## src/rtl/vga_capture_pkg.sv

```systemverilog
// Shared timing constants, board geometry and lock-state encoding for the VGA
// board capture path.
package vga_capture_pkg;

    localparam logic [9:0] H_VISIBLE    = 10'd640;
    localparam logic [9:0] H_SYNC_START = 10'd656;
    localparam logic [9:0] H_TOTAL      = 10'd800;
    localparam logic [9:0] V_VISIBLE    = 10'd480;
    localparam logic [9:0] V_SYNC_START = 10'd490;
    localparam logic [9:0] V_TOTAL      = 10'd525;
    localparam logic [9:0] CELL_SIZE    = 10'd48;
    localparam logic [9:0] BOARD_X0     = 10'd128;
    localparam logic [9:0] BOARD_Y0     = 10'd48;

    localparam int unsigned BOARD_W    = 8;
    localparam int unsigned BOARD_H    = 8;
    localparam int unsigned BOARD_BITS = BOARD_W * BOARD_H;

    typedef enum logic [1:0] {
        SEARCH,
        H_LOCK,
        LOCKED
    } capture_state_t;

    // Pixel coordinate of the centre of cell number idx along one axis.
    function automatic logic [9:0] cell_centre(input logic [9:0] origin,
                                               input logic [9:0] size,
                                               input int unsigned idx);
        return origin + 10'(idx) * size + (size >> 1);
    endfunction

endpackage

```

## src/rtl/vga_board_capture_if.sv

```systemverilog
// Pin bus into the capture block plus the recovered board and status signals.
interface vga_board_capture_if;
    import vga_capture_pkg::*;

    logic [7:0]            vga_in;
    logic [BOARD_BITS-1:0] board;
    logic                  board_valid;
    logic                  board_changed;
    logic [7:0]            frame_count;
    logic                  locked;
    logic                  sync_error;

    // master: the display source / observer; slave: the capture block.
    modport master (
        output vga_in,
        input  board, board_valid, board_changed, frame_count, locked, sync_error
    );

    modport slave (
        input  vga_in,
        output board, board_valid, board_changed, frame_count, locked, sync_error
    );

endinterface

```

## src/rtl/vga_sync_recover.sv

```systemverilog
// Registers the tiny-vga pin bus, detects sync falls and recovers hpos/vpos
// through a SEARCH -> H_LOCK -> LOCKED state machine.
module vga_sync_recover
    import vga_capture_pkg::*;
#(
    parameter logic [9:0] H_SYNC_START = vga_capture_pkg::H_SYNC_START,
    parameter logic [9:0] H_TOTAL      = vga_capture_pkg::H_TOTAL,
    parameter logic [9:0] V_SYNC_START = vga_capture_pkg::V_SYNC_START,
    parameter logic [9:0] V_TOTAL      = vga_capture_pkg::V_TOTAL
) (
    input  logic       clk,
    input  logic       rst_n,
    input  logic [7:0] vga_in,
    output logic [9:0] hcnt,
    output logic [9:0] vcnt,
    output logic [5:0] pixel,
    output logic       locked,
    output logic       frame_ok,
    output logic       sync_error
);

    capture_state_t state;
    logic [7:0]     vga_q;
    logic           hsync_d;
    logic           vsync_d;
    logic           hsync_fall;
    logic           vsync_fall;
    logic           h_err;
    logic           v_err;
    logic           line_end;
    logic           frame_end;

    assign hsync_fall = hsync_d & ~vga_q[7];
    assign vsync_fall = vsync_d & ~vga_q[3];
    assign h_err      = hsync_fall && (hcnt != H_SYNC_START);
    assign v_err      = vsync_fall && (vcnt != V_SYNC_START);
    assign line_end   = (hcnt == H_TOTAL - 10'd1);
    assign frame_end  = (vcnt == V_TOTAL - 10'd1);
    assign pixel      = {vga_q[6:4], vga_q[2:0]};

    // NOTE: sequential state uses non-blocking assignments so every register
    // samples the pre-edge values regardless of statement order.
    always_ff @(posedge clk or negedge rst_n) begin
        if (!rst_n) begin
            vga_q      <= '0;
            hsync_d    <= 1'b0;
            vsync_d    <= 1'b0;
            hcnt       <= '0;
            vcnt       <= '0;
            state      <= SEARCH;
            locked     <= 1'b0;
            frame_ok   <= 1'b0;
            sync_error <= 1'b0;
        end else begin
            vga_q      <= vga_in;
            hsync_d    <= vga_q[7];
            vsync_d    <= vga_q[3];
            sync_error <= 1'b0;

            if (line_end) begin
                hcnt <= '0;
                vcnt <= frame_end ? '0 : vcnt + 10'd1;
            end else begin
                hcnt <= hcnt + 10'd1;
            end

            unique case (state)
                SEARCH: begin
                    if (hsync_fall) begin
                        hcnt  <= H_SYNC_START + 10'd1;
                        state <= H_LOCK;
                    end
                end
                H_LOCK: begin
                    // Resync on every hsync fall; a correct one reloads the same value.
                    if (hsync_fall) hcnt <= H_SYNC_START + 10'd1;
                    if (vsync_fall) begin
                        vcnt   <= V_SYNC_START;
                        state  <= LOCKED;
                        locked <= 1'b1;
                    end
                end
                LOCKED: begin
                    if (h_err || v_err) begin
                        sync_error <= 1'b1;
                        state      <= H_LOCK;
                        locked     <= 1'b0;
                        frame_ok   <= 1'b0;
                        if (h_err) hcnt <= H_SYNC_START + 10'd1;
                    end else if (line_end && frame_end) begin
                        // Next frame starts at line 0 while locked: it may be committed.
                        frame_ok <= 1'b1;
                    end
                end
                default: begin
                    state  <= SEARCH;
                    locked <= 1'b0;
                end
            endcase
        end
    end

endmodule

```

## src/rtl/vga_board_capture.sv

```systemverilog
// Samples the centre pixel of each board cell from the recovered raster and
// commits the reconstructed Game of Life board once per clean frame.
module vga_board_capture
    import vga_capture_pkg::*;
#(
    parameter logic [9:0] H_VISIBLE    = vga_capture_pkg::H_VISIBLE,
    parameter logic [9:0] H_SYNC_START = vga_capture_pkg::H_SYNC_START,
    parameter logic [9:0] H_TOTAL      = vga_capture_pkg::H_TOTAL,
    parameter logic [9:0] V_VISIBLE    = vga_capture_pkg::V_VISIBLE,
    parameter logic [9:0] V_SYNC_START = vga_capture_pkg::V_SYNC_START,
    parameter logic [9:0] V_TOTAL      = vga_capture_pkg::V_TOTAL,
    parameter logic [9:0] CELL_SIZE    = vga_capture_pkg::CELL_SIZE,
    parameter logic [9:0] BOARD_X0     = vga_capture_pkg::BOARD_X0,
    parameter logic [9:0] BOARD_Y0     = vga_capture_pkg::BOARD_Y0
) (
    input logic                clk,
    input logic                rst_n,
    vga_board_capture_if.slave cap
);

    logic [9:0]            hcnt;
    logic [9:0]            vcnt;
    logic [5:0]            pixel;
    logic                  locked;
    logic                  frame_ok;
    logic                  sync_error;

    logic                  col_hit;
    logic                  row_hit;
    logic [2:0]            col_idx;
    logic [2:0]            row_idx;
    logic                  sample_en;
    logic                  commit;

    logic [BOARD_BITS-1:0] shadow;
    logic [BOARD_BITS-1:0] board_q;
    logic                  board_valid_q;
    logic                  board_changed_q;
    logic [7:0]            frame_count_q;

    vga_sync_recover #(
        .H_SYNC_START (H_SYNC_START),
        .H_TOTAL      (H_TOTAL),
        .V_SYNC_START (V_SYNC_START),
        .V_TOTAL      (V_TOTAL)
    ) u_sync (
        .clk        (clk),
        .rst_n      (rst_n),
        .vga_in     (cap.vga_in),
        .hcnt       (hcnt),
        .vcnt       (vcnt),
        .pixel      (pixel),
        .locked     (locked),
        .frame_ok   (frame_ok),
        .sync_error (sync_error)
    );

    // NOTE: every always_comb output is given a default first, so no path
    // leaves it unassigned and no latch is inferred.
    always_comb begin
        col_hit = 1'b0;
        row_hit = 1'b0;
        col_idx = '0;
        row_idx = '0;
        for (int unsigned i = 0; i < BOARD_W; i++) begin
            if (hcnt == cell_centre(BOARD_X0, CELL_SIZE, i)) begin
                col_hit = 1'b1;
                col_idx = 3'(i);
            end
        end
        for (int unsigned i = 0; i < BOARD_H; i++) begin
            if (vcnt == cell_centre(BOARD_Y0, CELL_SIZE, i)) begin
                row_hit = 1'b1;
                row_idx = 3'(i);
            end
        end
    end

    assign sample_en = locked && col_hit && row_hit
                    && (hcnt < H_VISIBLE) && (vcnt < V_VISIBLE);
    assign commit    = locked && frame_ok && (vcnt == V_VISIBLE) && (hcnt == '0);

    always_ff @(posedge clk or negedge rst_n) begin
        if (!rst_n) begin
            // NOTE: the shadow board is reset too, so the first commit after
            // reset never exposes stale cells from before the reset.
            shadow          <= '0;
            board_q         <= '0;
            board_valid_q   <= 1'b0;
            board_changed_q <= 1'b0;
            frame_count_q   <= '0;
        end else begin
            board_valid_q   <= 1'b0;
            board_changed_q <= 1'b0;

            // A cell is alive only when its centre pixel is fully black.
            if (sample_en) shadow[{row_idx, col_idx}] <= (pixel == 6'd0);

            if (commit) begin
                board_q         <= shadow;
                board_valid_q   <= 1'b1;
                board_changed_q <= (shadow != board_q);
                frame_count_q   <= frame_count_q + 8'd1;
            end
        end
    end

    assign cap.board         = board_q;
    assign cap.board_valid   = board_valid_q;
    assign cap.board_changed = board_changed_q;
    assign cap.frame_count   = frame_count_q;
    assign cap.locked        = locked;
    assign cap.sync_error    = sync_error;

endmodule

```

## src/flat_wrapper.sv

```systemverilog
// flat-port wrapper written by rule: the top's interface ports become plain ports
module vga_board_capture_flat import vga_capture_pkg::*;
#(
    parameter logic [9:0] H_VISIBLE    = vga_capture_pkg::H_VISIBLE,
    parameter logic [9:0] H_SYNC_START = vga_capture_pkg::H_SYNC_START,
    parameter logic [9:0] H_TOTAL      = vga_capture_pkg::H_TOTAL,
    parameter logic [9:0] V_VISIBLE    = vga_capture_pkg::V_VISIBLE,
    parameter logic [9:0] V_SYNC_START = vga_capture_pkg::V_SYNC_START,
    parameter logic [9:0] V_TOTAL      = vga_capture_pkg::V_TOTAL,
    parameter logic [9:0] CELL_SIZE    = vga_capture_pkg::CELL_SIZE,
    parameter logic [9:0] BOARD_X0     = vga_capture_pkg::BOARD_X0,
    parameter logic [9:0] BOARD_Y0     = vga_capture_pkg::BOARD_Y0
)
  (clk, rst_n, cap_vga_in, cap_board, cap_board_valid, cap_board_changed, cap_frame_count, cap_locked, cap_sync_error);
  vga_board_capture_if cap_i ();
  input logic clk;
  input logic rst_n;
  input wire logic [$bits(cap_i.vga_in)-1:0] cap_vga_in;
  output wire logic [$bits(cap_i.board)-1:0] cap_board;
  output wire logic [$bits(cap_i.board_valid)-1:0] cap_board_valid;
  output wire logic [$bits(cap_i.board_changed)-1:0] cap_board_changed;
  output wire logic [$bits(cap_i.frame_count)-1:0] cap_frame_count;
  output wire logic [$bits(cap_i.locked)-1:0] cap_locked;
  output wire logic [$bits(cap_i.sync_error)-1:0] cap_sync_error;
  assign cap_i.vga_in = cap_vga_in;
  assign cap_board = cap_i.board;
  assign cap_board_valid = cap_i.board_valid;
  assign cap_board_changed = cap_i.board_changed;
  assign cap_frame_count = cap_i.frame_count;
  assign cap_locked = cap_i.locked;
  assign cap_sync_error = cap_i.sync_error;
  vga_board_capture #(.H_VISIBLE(H_VISIBLE), .H_SYNC_START(H_SYNC_START), .H_TOTAL(H_TOTAL), .V_VISIBLE(V_VISIBLE), .V_SYNC_START(V_SYNC_START), .V_TOTAL(V_TOTAL), .CELL_SIZE(CELL_SIZE), .BOARD_X0(BOARD_X0), .BOARD_Y0(BOARD_Y0)) u_core (.clk(clk), .rst_n(rst_n), .cap(cap_i));
endmodule
```

## config.mk

```make
export PLATFORM = sky130hd
export DESIGN_NAME = vga_board_capture_flat
export DESIGN_NICKNAME = d
export VERILOG_FILES = /design/src/rtl/vga_capture_pkg.sv /design/src/rtl/vga_board_capture_if.sv /design/src/rtl/vga_sync_recover.sv /design/src/rtl/vga_board_capture.sv /design/src/flat_wrapper.sv
export SDC_FILE = /design/constraint.sdc
export NUM_CORES = 1
export LEC_CHECK = 0
export CORE_UTILIZATION = 45
export DETAILED_ROUTE_END_ITERATION = 8
export GPL_ROUTABILITY_DRIVEN = 1
export PLACE_DENSITY = 0.66
export RECOVER_POWER = 25
export SETUP_SLACK_MARGIN = 0.2
export SYNTH_ARGS = -nofsm -noshare
export SYNTH_HDL_FRONTEND = slang
export SYNTH_SLANG_ARGS = --single-unit
```

## constraint.sdc

```tcl
create_clock -name clk -period 2.95 [get_ports clk]
set_input_delay 0.295 -clock clk [delete_from_list [all_inputs] [get_ports clk]]
set_output_delay 0.295 -clock clk [all_outputs]
set_load 0.02 [all_outputs]
```

======== Yosys cells after proc, flatten, opt, wreduce, memory -nomap -nowiden ========
Index checks and enable logic that the tools add are counted.
word-level totals
  register bits ........................... 173
  input port bits ......................... 10
  output and inout bits ................... 76
  logic and storage cells ................. 128
operators by class
  $add $sub $neg .......................... 3
  order comparisons ....................... 4
  eq/ne operators ......................... 27
  muxes and demuxes ....................... 55
  bitwise gates (word level) .............. 5
  reduce and logical (&&, ||, !) cells .... 20
operators by type and width
  cell                     number
  $eq A10 B9 Y1 const B    10
  $mux W10                 8
  $bwmux W64               1
  $ne A64 B64 Y1           1
  $eq A10 B8 Y1 const B    5
  $mux W1                  27
  $mux W3                  8
  $add A10 B1 Y10 const B  2
  $eq A10 B10 Y1 const B   2
  $eq A10 B7 Y1 const B    2
  $pmux W10 S2             1
  $mux W2                  7
  $logic_and A1 B1 Y1      11
  $logic_not A10 Y1        1
  $lt A10 B10 Y1 const B   1
  $lt A10 B9 Y1 const B    1
  $ne A10 B10 Y1 const B   1
  $ne A10 B9 Y1 const B    1
  $add A8 B1 Y8 const B    1
  $lt A6 B7 Y1 const B     1
  $demux W1 S6             1
  $ge A6 B1 Y1 const B     1
  $logic_not A6 Y1         1
  $ne A2 B2 Y1 const B     3
  other kinds (12)         16

======== Logic depth before layout (Yosys ltp) ========
  word-level depth ........................ 13
  depth in mapped cells ................... 10
  depth with buffers taken out ............ 7

======== By module ========
A second synthesis with hierarchy kept.
unflattened totals
  cell total of the unflattened synthesis .. 700
  area, all modules ....................... 8290.5 um^2
by module, submodules not included
  module             times used  cells an instance  area each (um^2)  sequential area each (um^2)
  vga_board_capture  1           542                6627.6            3453.3
  vga_sync_recover   1           158                1662.8            875.8

======== Least setup slack after synthesis ========
OpenSTA, ideal clock, no wires.
  path type ............................... reg-to-reg
  start ................................... register u_core.u_sync.hcnt[0]
  end ..................................... register u_core.shadow[62]
  setup time .............................. 95 ps
  data arrival time ....................... 2142 ps
  data required time ...................... 2855 ps
  path slack .............................. 712 ps
  cell stages (with the launch flop) ...... 11
  buffers on the path ..................... 3
  clock period less this slack ............ 2238 ps
  cell sequence ........................... dfrtp_1 -> inv_1 -> ha_1 -> nor4bb_1 -> and4b_1 -> clkbuf_1 -> o2111ai_4 -> buf_6 -> or3_1 -> buf_2 -> o31ai_1
between the ends
  cells in the longest elaborated chain, start to end .. 13
  elaborated cells on any way between the ends .. 34
  those cells by class .................... 3 x order compare; 8 x eq/ne; 18 x mux; 5 x reduce/logical
ends and longest elaborated chain
  what                                                                         RTL line                                          RTL
  from (decl)                                                                  vga_sync_recover.sv:14                            output logic [9:0] hcnt,
  from (signal assigned)                                                       vga_sync_recover.sv:64                            hcnt <= hcnt + 10'd1;
  from (signal assigned)                                                       vga_sync_recover.sv:70                            hcnt <= H_SYNC_START + 10'd1;
  from (signal assigned)                                                       vga_sync_recover.sv:76                            if (hsync_fall) hcnt <= H_SYNC_START + 10'd1;
  $eq A10 B8 Y1                                                                vga_board_capture.sv:66                           if (hcnt == cell_centre(BOARD_X0, CELL_SIZE, i)) begin
  $mux W1                                                                      vga_board_capture.sv:66
  $mux W2 / $mux W1 (equally long branches) (2 in series)                      vga_board_capture.sv:66
  $mux W3 / $mux W1 (equally long branches) (4 in series)                      vga_board_capture.sv:66
  $lt A6 B7 Y1 (implied by the code) (tied with other cells)                   vga_board_capture.sv:97                           if (sample_en) shadow[{row_idx, col_idx}] <= (pixel == 6'd0);
  $logic_and A1 B1 Y1 (on tied branches)                                       vga_board_capture.sv:97, vga_board_capture.sv:79
  $mux W1 (implied by the code) / $logic_and A1 B1 Y1 (equally long branches)  vga_board_capture.sv:97, vga_board_capture.sv:79
  $demux W1 S6 / $logic_and A1 B1 Y1 (equally long branches)                   -
  $bwmux W64 / $logic_and A1 B1 Y1 (equally long branches)                     vga_board_capture.sv:97, vga_board_capture.sv:80
  to (signal, indexed assignment)                                              vga_board_capture.sv:97
  to (decl)                                                                    vga_board_capture.sv:35                           logic [BOARD_BITS-1:0] shadow;
Several ways; a longest one is shown, not always the timed one.
A chain may end at the register's enable or synchronous reset.

======== Final worst setup path ========
  start ................................... register u_core.u_sync.vcnt[0]
  end ..................................... register u_core.shadow[31]
between the ends
  cells in the longest elaborated chain, start to end .. 13
  elaborated cells on any way between the ends .. 33
  those cells by class .................... 3 x order compare; 8 x eq/ne; 18 x mux; 4 x reduce/logical
ends and longest elaborated chain
  what                                                                       RTL line                 RTL
  from (decl)                                                                vga_sync_recover.sv:15   output logic [9:0] vcnt,
  from (signal assigned)                                                     vga_sync_recover.sv:62   vcnt <= frame_end ? '0 : vcnt + 10'd1;
  $eq A10 B7 Y1                                                              vga_board_capture.sv:72  if (vcnt == cell_centre(BOARD_Y0, CELL_SIZE, i)) begin
  $mux W1                                                                    vga_board_capture.sv:72
  $mux W2 (2 in series)                                                      vga_board_capture.sv:72
  $mux W3 (4 in series)                                                      vga_board_capture.sv:72
  $lt A6 B7 Y1 (implied by the code) / $ge A6 B1 Y1 (equally long branches)  vga_board_capture.sv:97
  $logic_and A1 B1 Y1 (implied by the code)                                  vga_board_capture.sv:97
  $mux W1 (implied by the code)                                              vga_board_capture.sv:97
  $demux W1 S6                                                               -
  $bwmux W64                                                                 vga_board_capture.sv:97
Several ways; a longest one is shown, not always the timed one.

==> impl_metrics.toml <==
[synth]
syn-cell-area_mm2 = 0.00831
avgSynthCellArea_um2 = 9.66
ys_warn_count = 0
ys_seq_area_share_pct = 52.1
syn_nets = 876
synth_top_area_share_pct = 52.1
synth_top_area_cell = "dfrtp_1"
synthDistinctLibCells = 60
async_flop_share_pct = 100
synth.most_common_cell = "nand2_1"
ys.flop_type = "dfrtp_1"
syn_inst = 860
netlist_top_cells_count = "222 x nand2_1, 173 x dfrtp_1, 58 x o31ai_1"
ys_top_cells_by_area = "dfrtp_1 52%, nand2_1 10%, o31ai_1 5.2%"
yosys_register_bits = 173
synth_edf_count = 0

[global_route]
antenna_found_initial = 0
grt_overflow = 0
grt_max_degree = 78
grt_pass1_vias = 6269
grt_pass1_wl_mm = 35.3
grt_usage_pct = 25.1

[outcome]
status = "finished with violations"
violations = "max-capacitance violations, max-slew violations"

[drt]
drt-pass1-iter-count = 4
vias_per_cell = 5.66
wl_mm = 22.5
drc = 0
vias = 6620
drt_iter0_markers = 537
routedWlPerCell_um = 19.3
drtAntennaViolNets = 0

[setup_path]
critical_path_peak_fanout = 16
cpPeakStageDelay_ns = 0.68
cpMaxStageDelayCell = "or4_1"
start_kind = "flip-flop"
crit_path_end_kind = "flip-flop"
cp.arrival_ns = 2.91
worstPathRequired_ns = 3.24
setup.worst_path.class = "flip-flop to flip-flop"
crit_path_cell_trace = "inv_1, ha_1, and4bb_2, nand2_1, or4_1, o41ai_1, o31ai_1"

[timing]
relSlewSlack_pct = -29.9
setup_viol = 0
skew_ns = 0.0129
period_share_pct = 88.8
final-hold-violation-count = 0
tightest_slew_ns = 1.95
rsz0062_at_grt = "yes"
period_needed_ns = 2.62
fmax_mhz = 382
setup_tns_ns = 0
fin_hold_ws_ns = 0.382
drv_slew = 76
setup_ws_ns = 0.331

[finish]
areaGrowthSynthToFinish_pct = 20.2
final_util_pct = 55.4
fill_cells = 1595
fin_nets = 943
antennaDiodeCount = 0
drive_gt1_share_pct = 8.30
final_cells = 1169

[floorplan]
die_y_um = 138
initial_core_util_pct = 46.1
coreArea_mm2 = 0.0180
die_w_um = 138
num_rows = 49
die_area_mm2 = 0.0190
io_pins = 86

[placement]
place_ws_ns = 0.289
gp_congestion = 0.917
dpl.hpwl_mm = 15.6
io_buffers = 85
dp.cells = 1136

[cts]
tritoncts = "built"
clock_latency_ns = 0.44
path_clk_slew_ns = 0.06
cts_buffers = 17
cts_buffer_depth = 2
htreeDepth = 4
cts_root_buf = "clkbuf_16"
cts.sink_count = 173

[run]
max_cap_viol_count = 1

[pwr]
power_density_mw_per_mm2 = 499
p_leak_nw = 4.64
peakVddDrop_mv = 0.403

[hold_path]
hold_path_class = "flip-flop to flip-flop"
[layer usage]
metal  routed length (µm)  vias up  part of all wire (%)  global-route usage [%]
met5                    0        -                     0                       0
met4                  850        0                   3.8                    11.5
met3                 1200       48                   5.3                    4.82
met2                10500      186                    46                    38.6
met1                10000     3242                    44                    34.2
li1                     -     3144                     -                       -
[flip-flops by register name, indices dropped and copies added (netlist names), 2 cells and up]
name / flops
u_core.shadow: 64
u_core.u_sync.vcnt: 10
u_core.u_sync.vga_q: 8
u_core.u_sync.hcnt: 10
u_core.cap.frame_count: 8
u_core.cap.board: 64
u_core.u_sync.state: 2
[through the flow]
stage          power [mW]  instance area, µm²
6_report             4.99                9990
3_3_place_gp         2.90                9410
3_5_place_dp         2.91                9410
5_1_grt              5.19                9990
4_1_cts              5.03                9980
2_1_floorplan        2.75                8310
[logic make-up (layout without fill, tap and decap cells)]
kind of cell    after synthesis  after routing  synth area share (%)
simple gates                359            359                  20.6
fa+ha+maj                     6              6                 0.904
flops                       173            173                  52.1
mux                           8              8                  1.08
buf+inv                      73            153                  3.61
compound gates              158            158                  12.9
xor+xnor                     83             83                  8.75
[power breakdown]
part	switching, mW	internal (mW)	leakage (nW)
Combinational	0.204	0.135	2.05
Clock	1.00	1.12	0.261
Sequential	0.0986	2.43	2.34
Total	1.30	3.68	4.64
[path summary, 6_finish.rpt]
path,startpoint,end,slack [ns],depth (start not counted)
worst max-delay path,u_core.u_sync.vcnt[0],u_core.shadow[31],0.33,7
min in group asynchronous,rst_n,u_core.cap.board[5],0.94,2
max in group asynchronous,rst_n,u_core.cap.frame_count[6],0.87,2
worst max register to register,u_core.u_sync.vcnt[0],u_core.shadow[31],0.33,7
worst min register to register,u_core.u_sync.vga_q[7],u_core.u_sync.hsync_d,0.38,0
worst min-delay path,u_core.u_sync.vga_q[7],u_core.u_sync.hsync_d,0.38,0
[cell type report]
class / instances / area (µm²) / area share [%]
well taps: 229 / 287 / 2.87
flip-flops and latches: 173 / 4330 / 43.4
inverters: 12 / 45.0 / 0.451
clock inverters: 13 / 111 / 1.12
clock buffers: 19 / 443 / 4.44
multi-input cells: 614 / 3700 / 37.1
repair buffers: 109 / 1070 / 10.7
[layout by cell type, fill, tap and decap left out, drive strengths merged, types with 3 or more instances in the layout]
cell type	synthesis	layout
nand2b	7	7
o31ai	58	58
or3	7	7
or4	9	9
nor3	10	10
nand3	12	12
o41ai	6	6
o21ai	55	55
mux2	8	8
buf	15	23
xnor2	45	45
nand3b	3	3
dlygate4sd3	0	9
nor4	19	19
ha	6	6
a21oi	14	14
xor2	38	38
o211ai	6	6
clkbuf	46	20
clkinvlp	0	4
nor2	16	16
clkinv	0	5
nand4	20	20
nand2	222	222
o2111ai	5	5
nor4bb	4	4
inv	12	16
and3	8	8
nor4b	3	3
clkdlybuf4s50	0	76
or2	4	4
dfrtp	173	173
[critical path, delay by kind of cell (launching register included)]
family	cells	cell delay [ns]
AND/OR/NAND/NOR	3	1.25
AO/OA/AOI/OAI	2	0.48
flip-flops	1	0.42
adder cells (fa/ha/maj)	1	0.21
buffers and inverters	1	0.12
[what timing repair did]
| item | 4_1_cts | 5_1_grt |
|---|---|---|
| endpoints found under the hold margin | 75 | 0 |
| setup endpoints to repair | 0 | 49 |
| buffers inserted | 0 | 0 |
| gates resized for setup | 0 | 4 |
| hold buffers | 1 | 0 |
Note: power is estimated with default switching activity, not from simulation.
